--- config.mk ---
export PLATFORM = sky130hd
export DESIGN_NAME = datapath_arbiter_flat
export DESIGN_NICKNAME = d
export VERILOG_FILES = /design/src/rtl/datapath_arbiter_if.sv /design/src/rtl/datapath_arbiter.sv /design/src/flat_wrapper.sv
export SDC_FILE = /design/constraint.sdc
export NUM_CORES = 1
export LEC_CHECK = 0
export ABC_AREA = 0
export CAP_MARGIN = 30
export CORE_MARGIN = 10
export CORE_UTILIZATION = 35
export DETAILED_ROUTE_END_ITERATION = 7
export PLACE_DENSITY_LB_ADDON = 0.2
export REMOVE_ABC_BUFFERS = 1
export SLEW_MARGIN = 20
export SYNTH_ARGS = -nofsm -noshare
export SYNTH_HDL_FRONTEND = slang
export SYNTH_SLANG_ARGS = --single-unit
--- constraint.sdc ---
create_clock -name i_clk -period 1.77 [get_ports i_clk]
set_clock_uncertainty 0.15 [all_clocks]
set_input_delay 0.354 -clock i_clk [delete_from_list [all_inputs] [get_ports i_clk]]
set_output_delay 0.354 -clock i_clk [all_outputs]
set_load 0.02 [all_outputs]
--- src/rtl/datapath_arbiter_if.sv ---
// datapath_arbiter_if: request, datapath-control and response signals of the CR16 datapath arbiter.
// Signal prefixes are from the arbiter's point of view.
interface datapath_arbiter_if #(
  parameter int DATA_WIDTH   = 16,
  parameter int NUM_REGS     = 16,
  parameter int SEL_WIDTH    = 4,
  parameter int OPCODE_WIDTH = 4,
  parameter int FLAGS_WIDTH  = 5
);
  logic [1:0]                carry_unused_guard;
  logic [1:0]                i_req_valid;
  logic [1:0]                o_req_ready;
  logic [2*OPCODE_WIDTH-1:0] i_req_opcode;
  logic [2*SEL_WIDTH-1:0]    i_req_rdest;
  logic [2*SEL_WIDTH-1:0]    i_req_rsrc;
  logic [2*DATA_WIDTH-1:0]   i_req_immediate;
  logic [1:0]                i_req_imm_sel;
  logic [1:0]                i_req_write;
  logic                      o_dp_nreset;
  logic [NUM_REGS-1:0]       o_dp_reg_write_enable;
  logic [SEL_WIDTH-1:0]      o_dp_reg_a_select;
  logic [SEL_WIDTH-1:0]      o_dp_reg_b_select;
  logic [DATA_WIDTH-1:0]     o_dp_immediate;
  logic                      o_dp_immediate_select;
  logic [OPCODE_WIDTH-1:0]   o_dp_opcode;
  logic [DATA_WIDTH-1:0]     i_dp_result;
  logic [FLAGS_WIDTH-1:0]    i_dp_status_flags;
  logic [1:0]                o_resp_valid;
  logic [DATA_WIDTH-1:0]     o_resp_data;
  logic [FLAGS_WIDTH-1:0]    o_resp_flags;
  logic                      o_busy;
  modport slave (
    input  i_req_valid, i_req_opcode, i_req_rdest, i_req_rsrc, i_req_immediate,
           i_req_imm_sel, i_req_write, i_dp_result, i_dp_status_flags,
    output o_req_ready, o_dp_nreset, o_dp_reg_write_enable, o_dp_reg_a_select,
           o_dp_reg_b_select, o_dp_immediate, o_dp_immediate_select, o_dp_opcode,
           o_resp_valid, o_resp_data, o_resp_flags, o_busy
  );
  modport master (
    output i_req_valid, i_req_opcode, i_req_rdest, i_req_rsrc, i_req_immediate,
           i_req_imm_sel, i_req_write, i_dp_result, i_dp_status_flags,
    input  o_req_ready, o_dp_nreset, o_dp_reg_write_enable, o_dp_reg_a_select,
           o_dp_reg_b_select, o_dp_immediate, o_dp_immediate_select, o_dp_opcode,
           o_resp_valid, o_resp_data, o_resp_flags, o_busy
  );
endinterface

--- src/rtl/datapath_arbiter.sv ---
// datapath_arbiter: two-requester round-robin owner of the CR16 register file + ALU controls.
// One op per grant: accept in IDLE, drive controls for one EXEC cycle, pulse the response next cycle.
module datapath_arbiter #(
  parameter int DATA_WIDTH   = 16,
  parameter int NUM_REGS     = 16,
  parameter int SEL_WIDTH    = 4,
  parameter int OPCODE_WIDTH = 4,
  parameter int FLAGS_WIDTH  = 5
) (
  input logic                i_clk,
  input logic                i_nreset,
  datapath_arbiter_if.slave  bus
);
  localparam logic [1:0] S_INIT = 2'd0, S_IDLE = 2'd1, S_EXEC = 2'd2;
  logic [1:0]              r_state;
  logic                    r_ptr;
  logic                    r_id;
  logic                    r_dp_nreset;
  logic [NUM_REGS-1:0]     r_we;
  logic [SEL_WIDTH-1:0]    r_a_sel;
  logic [SEL_WIDTH-1:0]    r_b_sel;
  logic [DATA_WIDTH-1:0]   r_imm;
  logic                    r_imm_sel;
  logic [OPCODE_WIDTH-1:0] r_op;
  logic [1:0]              r_resp_valid;
  logic [DATA_WIDTH-1:0]   r_resp_data;
  logic [FLAGS_WIDTH-1:0]  r_resp_flags;
  logic [1:0]              w_grant;
  logic                    w_id;
  logic [OPCODE_WIDTH-1:0] w_op;
  logic [SEL_WIDTH-1:0]    w_rd;
  logic [SEL_WIDTH-1:0]    w_rs;
  logic [DATA_WIDTH-1:0]   w_imm;
  logic                    w_imm_sel;
  logic                    w_wr;
  // Contention goes to the pointer; a lone valid wins regardless of it.
  always_comb begin
    w_grant   = r_state != S_IDLE ? 2'b00 : &bus.i_req_valid ? (r_ptr ? 2'b10 : 2'b01) : bus.i_req_valid;
    w_id      = w_grant[1];
    w_op      = w_id ? bus.i_req_opcode[2*OPCODE_WIDTH-1:OPCODE_WIDTH] : bus.i_req_opcode[OPCODE_WIDTH-1:0];
    w_rd      = w_id ? bus.i_req_rdest[2*SEL_WIDTH-1:SEL_WIDTH] : bus.i_req_rdest[SEL_WIDTH-1:0];
    w_rs      = w_id ? bus.i_req_rsrc[2*SEL_WIDTH-1:SEL_WIDTH] : bus.i_req_rsrc[SEL_WIDTH-1:0];
    w_imm     = w_id ? bus.i_req_immediate[2*DATA_WIDTH-1:DATA_WIDTH] : bus.i_req_immediate[DATA_WIDTH-1:0];
    w_imm_sel = bus.i_req_imm_sel[w_id];
    w_wr      = bus.i_req_write[w_id];
  end
  // Control fields load at accept so they are registered during EXEC and hold afterwards.
  always_ff @(posedge i_clk or negedge i_nreset) begin
    if (!i_nreset) begin
      r_state      <= S_INIT;
      r_ptr        <= 1'b0;
      r_id         <= 1'b0;
      r_dp_nreset  <= 1'b0;
      r_we         <= '0;
      r_a_sel      <= '0;
      r_b_sel      <= '0;
      r_imm        <= '0;
      r_imm_sel    <= 1'b0;
      r_op         <= '0;
      r_resp_valid <= 2'b00;
      r_resp_data  <= '0;
      r_resp_flags <= '0;
    end else begin
      r_resp_valid <= 2'b00;
      if (r_state == S_INIT) begin
        r_state     <= S_IDLE;
        r_dp_nreset <= 1'b1;
      end else if (r_state == S_EXEC) begin
        r_state      <= S_IDLE;
        r_we         <= '0;
        r_resp_data  <= bus.i_dp_result;
        r_resp_flags <= bus.i_dp_status_flags;
        r_resp_valid <= r_id ? 2'b10 : 2'b01;
      end else if (|w_grant) begin
        r_state   <= S_EXEC;
        r_id      <= w_id;
        r_ptr     <= ~w_id;
        r_a_sel   <= w_rd;
        r_b_sel   <= w_rs;
        r_imm     <= w_imm;
        r_imm_sel <= w_imm_sel;
        r_op      <= w_op;
        r_we      <= w_wr ? NUM_REGS'(1) << w_rd : '0;
      end
    end
  end
  assign bus.o_req_ready           = w_grant;
  assign bus.o_dp_nreset           = r_dp_nreset;
  assign bus.o_dp_reg_write_enable = r_we;
  assign bus.o_dp_reg_a_select     = r_a_sel;
  assign bus.o_dp_reg_b_select     = r_b_sel;
  assign bus.o_dp_immediate        = r_imm;
  assign bus.o_dp_immediate_select = r_imm_sel;
  assign bus.o_dp_opcode           = r_op;
  assign bus.o_resp_valid          = r_resp_valid;
  assign bus.o_resp_data           = r_resp_data;
  assign bus.o_resp_flags          = r_resp_flags;
  assign bus.o_busy                = i_nreset & (r_state != S_IDLE);
endmodule
--- src/flat_wrapper.sv ---
// flat-port wrapper written by rule: the top's interface ports become plain ports
module datapath_arbiter_flat 
#(
  parameter int DATA_WIDTH   = 16,
  parameter int NUM_REGS     = 16,
  parameter int SEL_WIDTH    = 4,
  parameter int OPCODE_WIDTH = 4,
  parameter int FLAGS_WIDTH  = 5
)
  (i_clk, i_nreset, bus_i_req_valid, bus_i_req_opcode, bus_i_req_rdest, bus_i_req_rsrc, bus_i_req_immediate, bus_i_req_imm_sel, bus_i_req_write, bus_i_dp_result, bus_i_dp_status_flags, bus_o_req_ready, bus_o_dp_nreset, bus_o_dp_reg_write_enable, bus_o_dp_reg_a_select, bus_o_dp_reg_b_select, bus_o_dp_immediate, bus_o_dp_immediate_select, bus_o_dp_opcode, bus_o_resp_valid, bus_o_resp_data, bus_o_resp_flags, bus_o_busy);
  datapath_arbiter_if #(.DATA_WIDTH(DATA_WIDTH), .NUM_REGS(NUM_REGS), .SEL_WIDTH(SEL_WIDTH), .OPCODE_WIDTH(OPCODE_WIDTH), .FLAGS_WIDTH(FLAGS_WIDTH)) bus_i ();
  input logic i_clk;
  input logic i_nreset;
  input wire logic [$bits(bus_i.i_req_valid)-1:0] bus_i_req_valid;
  input wire logic [$bits(bus_i.i_req_opcode)-1:0] bus_i_req_opcode;
  input wire logic [$bits(bus_i.i_req_rdest)-1:0] bus_i_req_rdest;
  input wire logic [$bits(bus_i.i_req_rsrc)-1:0] bus_i_req_rsrc;
  input wire logic [$bits(bus_i.i_req_immediate)-1:0] bus_i_req_immediate;
  input wire logic [$bits(bus_i.i_req_imm_sel)-1:0] bus_i_req_imm_sel;
  input wire logic [$bits(bus_i.i_req_write)-1:0] bus_i_req_write;
  input wire logic [$bits(bus_i.i_dp_result)-1:0] bus_i_dp_result;
  input wire logic [$bits(bus_i.i_dp_status_flags)-1:0] bus_i_dp_status_flags;
  output wire logic [$bits(bus_i.o_req_ready)-1:0] bus_o_req_ready;
  output wire logic [$bits(bus_i.o_dp_nreset)-1:0] bus_o_dp_nreset;
  output wire logic [$bits(bus_i.o_dp_reg_write_enable)-1:0] bus_o_dp_reg_write_enable;
  output wire logic [$bits(bus_i.o_dp_reg_a_select)-1:0] bus_o_dp_reg_a_select;
  output wire logic [$bits(bus_i.o_dp_reg_b_select)-1:0] bus_o_dp_reg_b_select;
  output wire logic [$bits(bus_i.o_dp_immediate)-1:0] bus_o_dp_immediate;
  output wire logic [$bits(bus_i.o_dp_immediate_select)-1:0] bus_o_dp_immediate_select;
  output wire logic [$bits(bus_i.o_dp_opcode)-1:0] bus_o_dp_opcode;
  output wire logic [$bits(bus_i.o_resp_valid)-1:0] bus_o_resp_valid;
  output wire logic [$bits(bus_i.o_resp_data)-1:0] bus_o_resp_data;
  output wire logic [$bits(bus_i.o_resp_flags)-1:0] bus_o_resp_flags;
  output wire logic [$bits(bus_i.o_busy)-1:0] bus_o_busy;
  assign bus_i.i_req_valid = bus_i_req_valid;
  assign bus_i.i_req_opcode = bus_i_req_opcode;
  assign bus_i.i_req_rdest = bus_i_req_rdest;
  assign bus_i.i_req_rsrc = bus_i_req_rsrc;
  assign bus_i.i_req_immediate = bus_i_req_immediate;
  assign bus_i.i_req_imm_sel = bus_i_req_imm_sel;
  assign bus_i.i_req_write = bus_i_req_write;
  assign bus_i.i_dp_result = bus_i_dp_result;
  assign bus_i.i_dp_status_flags = bus_i_dp_status_flags;
  assign bus_o_req_ready = bus_i.o_req_ready;
  assign bus_o_dp_nreset = bus_i.o_dp_nreset;
  assign bus_o_dp_reg_write_enable = bus_i.o_dp_reg_write_enable;
  assign bus_o_dp_reg_a_select = bus_i.o_dp_reg_a_select;
  assign bus_o_dp_reg_b_select = bus_i.o_dp_reg_b_select;
  assign bus_o_dp_immediate = bus_i.o_dp_immediate;
  assign bus_o_dp_immediate_select = bus_i.o_dp_immediate_select;
  assign bus_o_dp_opcode = bus_i.o_dp_opcode;
  assign bus_o_resp_valid = bus_i.o_resp_valid;
  assign bus_o_resp_data = bus_i.o_resp_data;
  assign bus_o_resp_flags = bus_i.o_resp_flags;
  assign bus_o_busy = bus_i.o_busy;
  datapath_arbiter #(.DATA_WIDTH(DATA_WIDTH), .NUM_REGS(NUM_REGS), .SEL_WIDTH(SEL_WIDTH), .OPCODE_WIDTH(OPCODE_WIDTH), .FLAGS_WIDTH(FLAGS_WIDTH)) u_core (.i_clk(i_clk), .i_nreset(i_nreset), .bus(bus_i));
endmodule
==> flow_results.org <==
** STA
- The routed design could run at a clock period as short as 1770 ps.
- The final-report hold violation count was 0.
- Based on the critical path, the design can be clocked at up to 0.564 GHz.
- Setup slack of the critical path after layout :: -4.03 ps
- RSZ-0062 raised after global routing :: yes
- Max-slew headroom :: 75.7%
- The max-slew violation total from the final report was 0.
- After layout, the worst path uses 100% of the clock period.
- For the pin with the worst max-slew slack, the measured transition is 364 ps.
- Setup-failing EPs final :: 2
- Final hold analysis gives a worst-case slack of 305 ps.

** Global route
- The number of global-route vias before repair is 3072.
- The first global-routing pass estimated 16.6 mm of wire.
- Antenna violations before repair :: 0
- Global-route usage over all layers :: 15.8%
- Grt ovf :: 0
- Pin count of the biggest net entering global routing :: 74

** Placed design
- Port bufs :: 156
- Routability congestion estimate from global placement :: 0.845
- At the placement stage, the worst setup path has a slack of -427 ps.
- Post-placement cell count :: 571
- DP HPWL :: 7.95 mm

** Die
- In this run the standard cell core region covers 8810 sq um.
- Core Rows :: 34
- Die height :: 116 um
- The die is 116 um wide.
- 157 I/O pins were placed.
- Floorplan die area :: 13400 sq um
- Initial core utilization :: 36.3%

** Yosys
- Of the synthesized area, sequential elements account for 57.2%.
- Syn Std Cell Area :: 3200 sq um
- The synthesized design contains 73 register bits.
- Summed over its instances, the top area cell type makes up 57.2% of the synthesized netlist area.
- Proportion of synthesized flip-flops having asynchronous set or reset :: 100%
- Dominant cell type by area after synthesis :: sky130_fd_sc_hd__dfrtp_1
- After synthesis, the mean cell area works out to 10.7 sq um.
- The cell count after synthesis came out at 299.
- Area contributors post-synth :: sky130_fd_sc_hd__dfrtp_1 (57%), sky130_fd_sc_hd__a21oi_1 (8.8%), sky130_fd_sc_hd__mux2_2 (7.4%)
- Yosys printed 0 warnings.
- The synthesized netlist contains 33 unique library cells.
- EDFF count, synth :: 0
- Among all cell types in the netlist, the one instantiated most often is sky130_fd_sc_hd__dfrtp_1.
- List of most frequent post-synthesis cells :: sky130_fd_sc_hd__dfrtp_1 (73), sky130_fd_sc_hd__a21oi_1 (56), sky130_fd_sc_hd__nand2_1 (36), sky130_fd_sc_hd__nor2_1 (29), sky130_fd_sc_hd__mux2_2 (21)
- In the synthesized netlist the dominant register cell turns out to be sky130_fd_sc_hd__dfrtp_1.

** Clock network
- CTS Buffer Depth :: 2
- Sinks on the clock net :: 73
- Worst-Skew Late Latency :: 340 ps
- TritonCTS built the clock tree.
- Clock tree synthesis inserted a total of 9 buffers.
- The H-tree was split into 3 levels.
- The cell sitting at the root of the clock tree is a sky130_fd_sc_hd__clkbuf_8.
- Clk pin slew, worst setup/hold paths :: 80 ps

** Setup path
- Top fanout value on the critical path :: 3
- The critical path contains buffers and inverters numbering 2 combined.
- Crit path capture type :: primary output
- STA puts the critical path data arrival time at 1270 ps.
- Category of the most critical setup path :: reg2out
- At the worst endpoint, the required time is 1270 ps.
- The slowest stage of the critical path is the sky130_fd_sc_hd__dfrtp_1 cell.
- Broken down by cell family, the worst path's largest delay share belongs to flip-flops.
- Cells along the critical path :: nand2b_1, nand3_4, clkinv_4, buf_6
- The worst setup path is launched from a flip-flop.
- Largest stage delay, worst path :: 410 ps

** Job
- Max-cap violations in this run came to 0.

** Routing
- After detailed routing, the number of vias per cell comes to 4.96.
- Dividing the detail-routed wire length by the instance count gives 17.8 um.
- The first detailed-routing pass took 4 iterations.
- Number of routed nets with antenna violations :: 0
- Wire length reported by the detailed router :: 10.6 mm
- In the routed design, unresolved DRC markers number 0.
- After the first detailed-routing iteration, the DRC count stood at 159.
- The routed layout has 2945 vias.

** Power and ir drop
- Power density of the placed cells :: 680 nW/um^2
- IR analysis of the VDD net gives a maximum drop of 0.532 mV.
- Summed over all cells, the static leakage comes to 0.00286 uW.

** Run status
- The final reports fail on setup timing.
- Outcome :: complete, but fails checks

** Final layout
- Area added between synthesis and finish :: 66.5%
- The final layout contains 566 nets.
- Fraction of final layout cells with drive strength greater than 1 :: 19.5%
- For this run, the number of standard cells in the final layout without fillers is 594.
- Inserted Diodes :: 0

** Min path
- The min-delay analysis places its worst path in the category reg2reg.
cells in the final DEF (no fill, tap or decap), drive strengths merged, types with 3 or more instances in the layout:
| cell | instances |
|---|---|
| nor2 | 29 |
| inv | 4 |
| clkdlybuf4s50 | 82 |
| a221o | 15 |
| nand2 | 36 |
| nor4 | 4 |
| clkbuf | 10 |
| and2 | 4 |
| buf | 38 |
| nor3 | 12 |
| mux2 | 21 |
| dfrtp | 73 |
| nor2b | 6 |
| bufinv | 3 |
| nand2b | 3 |
| a21oi | 56 |
| dlygate4sd2 | 69 |
final cells by class:
cell class	count	area [sq um]
multi-input cells	203	1290
inverters	3	16.3
fillers	792	3490
repair buffers	191	1800
flip-flops and latches	73	1830
clock inverters	6	113
well taps	108	135
clock buffers	10	138
worst paths after layout:
kind | slack, ps | startpoint | depth (start not counted) | to
max | -4 | u_core.r_ptr | 4 | bus_o_req_ready[1]
min | 300 | u_core.r_id | 1 | u_core.bus.o_resp_valid[0]
max reg2reg | 30 | u_core.r_state[1] | 6 | u_core.bus.o_dp_reg_write_enable[8]
min reg2reg | 300 | u_core.r_id | 1 | u_core.bus.o_resp_valid[0]
max in group asynchronous | 540 | i_nreset | 4 | u_core.bus.o_dp_reg_b_select[1]
min in group asynchronous | 370 | i_nreset | 3 | u_core.bus.o_resp_data[13]
kinds of logic (layout without fill, tap and decap cells):
kind of cell	count (synthesis)	count (layout)	synth area share, %
buffers and inverters	23	210	3.99
AND/OR/NAND/NOR	106	106	16.7
AO/OA/AOI/OAI	76	76	14.7
flip-flops	73	73	57.2
multiplexers	21	21	7.40
what timing repair did:
| action | CTS | global route |
|---|---|---|
| hold endpoints to repair | 0 | 18 |
| setup buffers | 4 | 1 |
| gates resized for setup | 84 | 15 |
| hold buffers | 0 | 1 |
| setup endpoints to repair | 76 | 44 |
| pin swaps | 1 | 1 |
worst register-to-register path: stages, from the launching register on:
cell and delay, ps:
sky130_fd_sc_hd__dfrtp_1 410, sky130_fd_sc_hd__nor2b_4 150, sky130_fd_sc_hd__buf_6 120, sky130_fd_sc_hd__buf_4 130, sky130_fd_sc_hd__or3b_4 420, sky130_fd_sc_hd__nor3_2 170
sky130_fd_sc_hd__a221o_1 120
power by group:
group          internal [uW]  switching (uW)
Sequential              1670               0
Combinational            195             107
Clock                    983             666
Total                   2840             773
metrics by stage:
step	instance area (sq um)	util, %	setup TNS (ps)	power (uW)
finish	5320	60.4	-5.11	3620
global route	5320	60.4	-373	3770
CTS	5220	59.2	-43.0	3640
detailed placement	5010	56.9	-14180	1990
global placement	5010	56.9	-13080	1990
floorplan	3080	-	-39500	1740
registers in the layout, summed over array words and instances (netlist names), 2 cells and up:
| name | flops |
|---|---|
| u_core.bus.o_dp_immediate | 16 |
| u_core.bus.o_dp_opcode | 4 |
| u_core.bus.o_dp_reg_a_select | 4 |
| u_core.bus.o_dp_reg_b_select | 4 |
| u_core.bus.o_dp_reg_write_enable | 16 |
| u_core.bus.o_resp_data | 16 |
| u_core.bus.o_resp_flags | 5 |
| u_core.bus.o_resp_valid | 2 |
| u_core.r_state | 2 |
per-layer routing:
layer	up-vias	track usage [%]	part of all wire, %
met5	-	0	0
met4	0	4.14	1.3
met3	11	8.58	11
met2	103	25.4	48
met1	1407	17.9	40
li1	1424	-	-
Note: power is estimated with default switching activity, not from simulation.
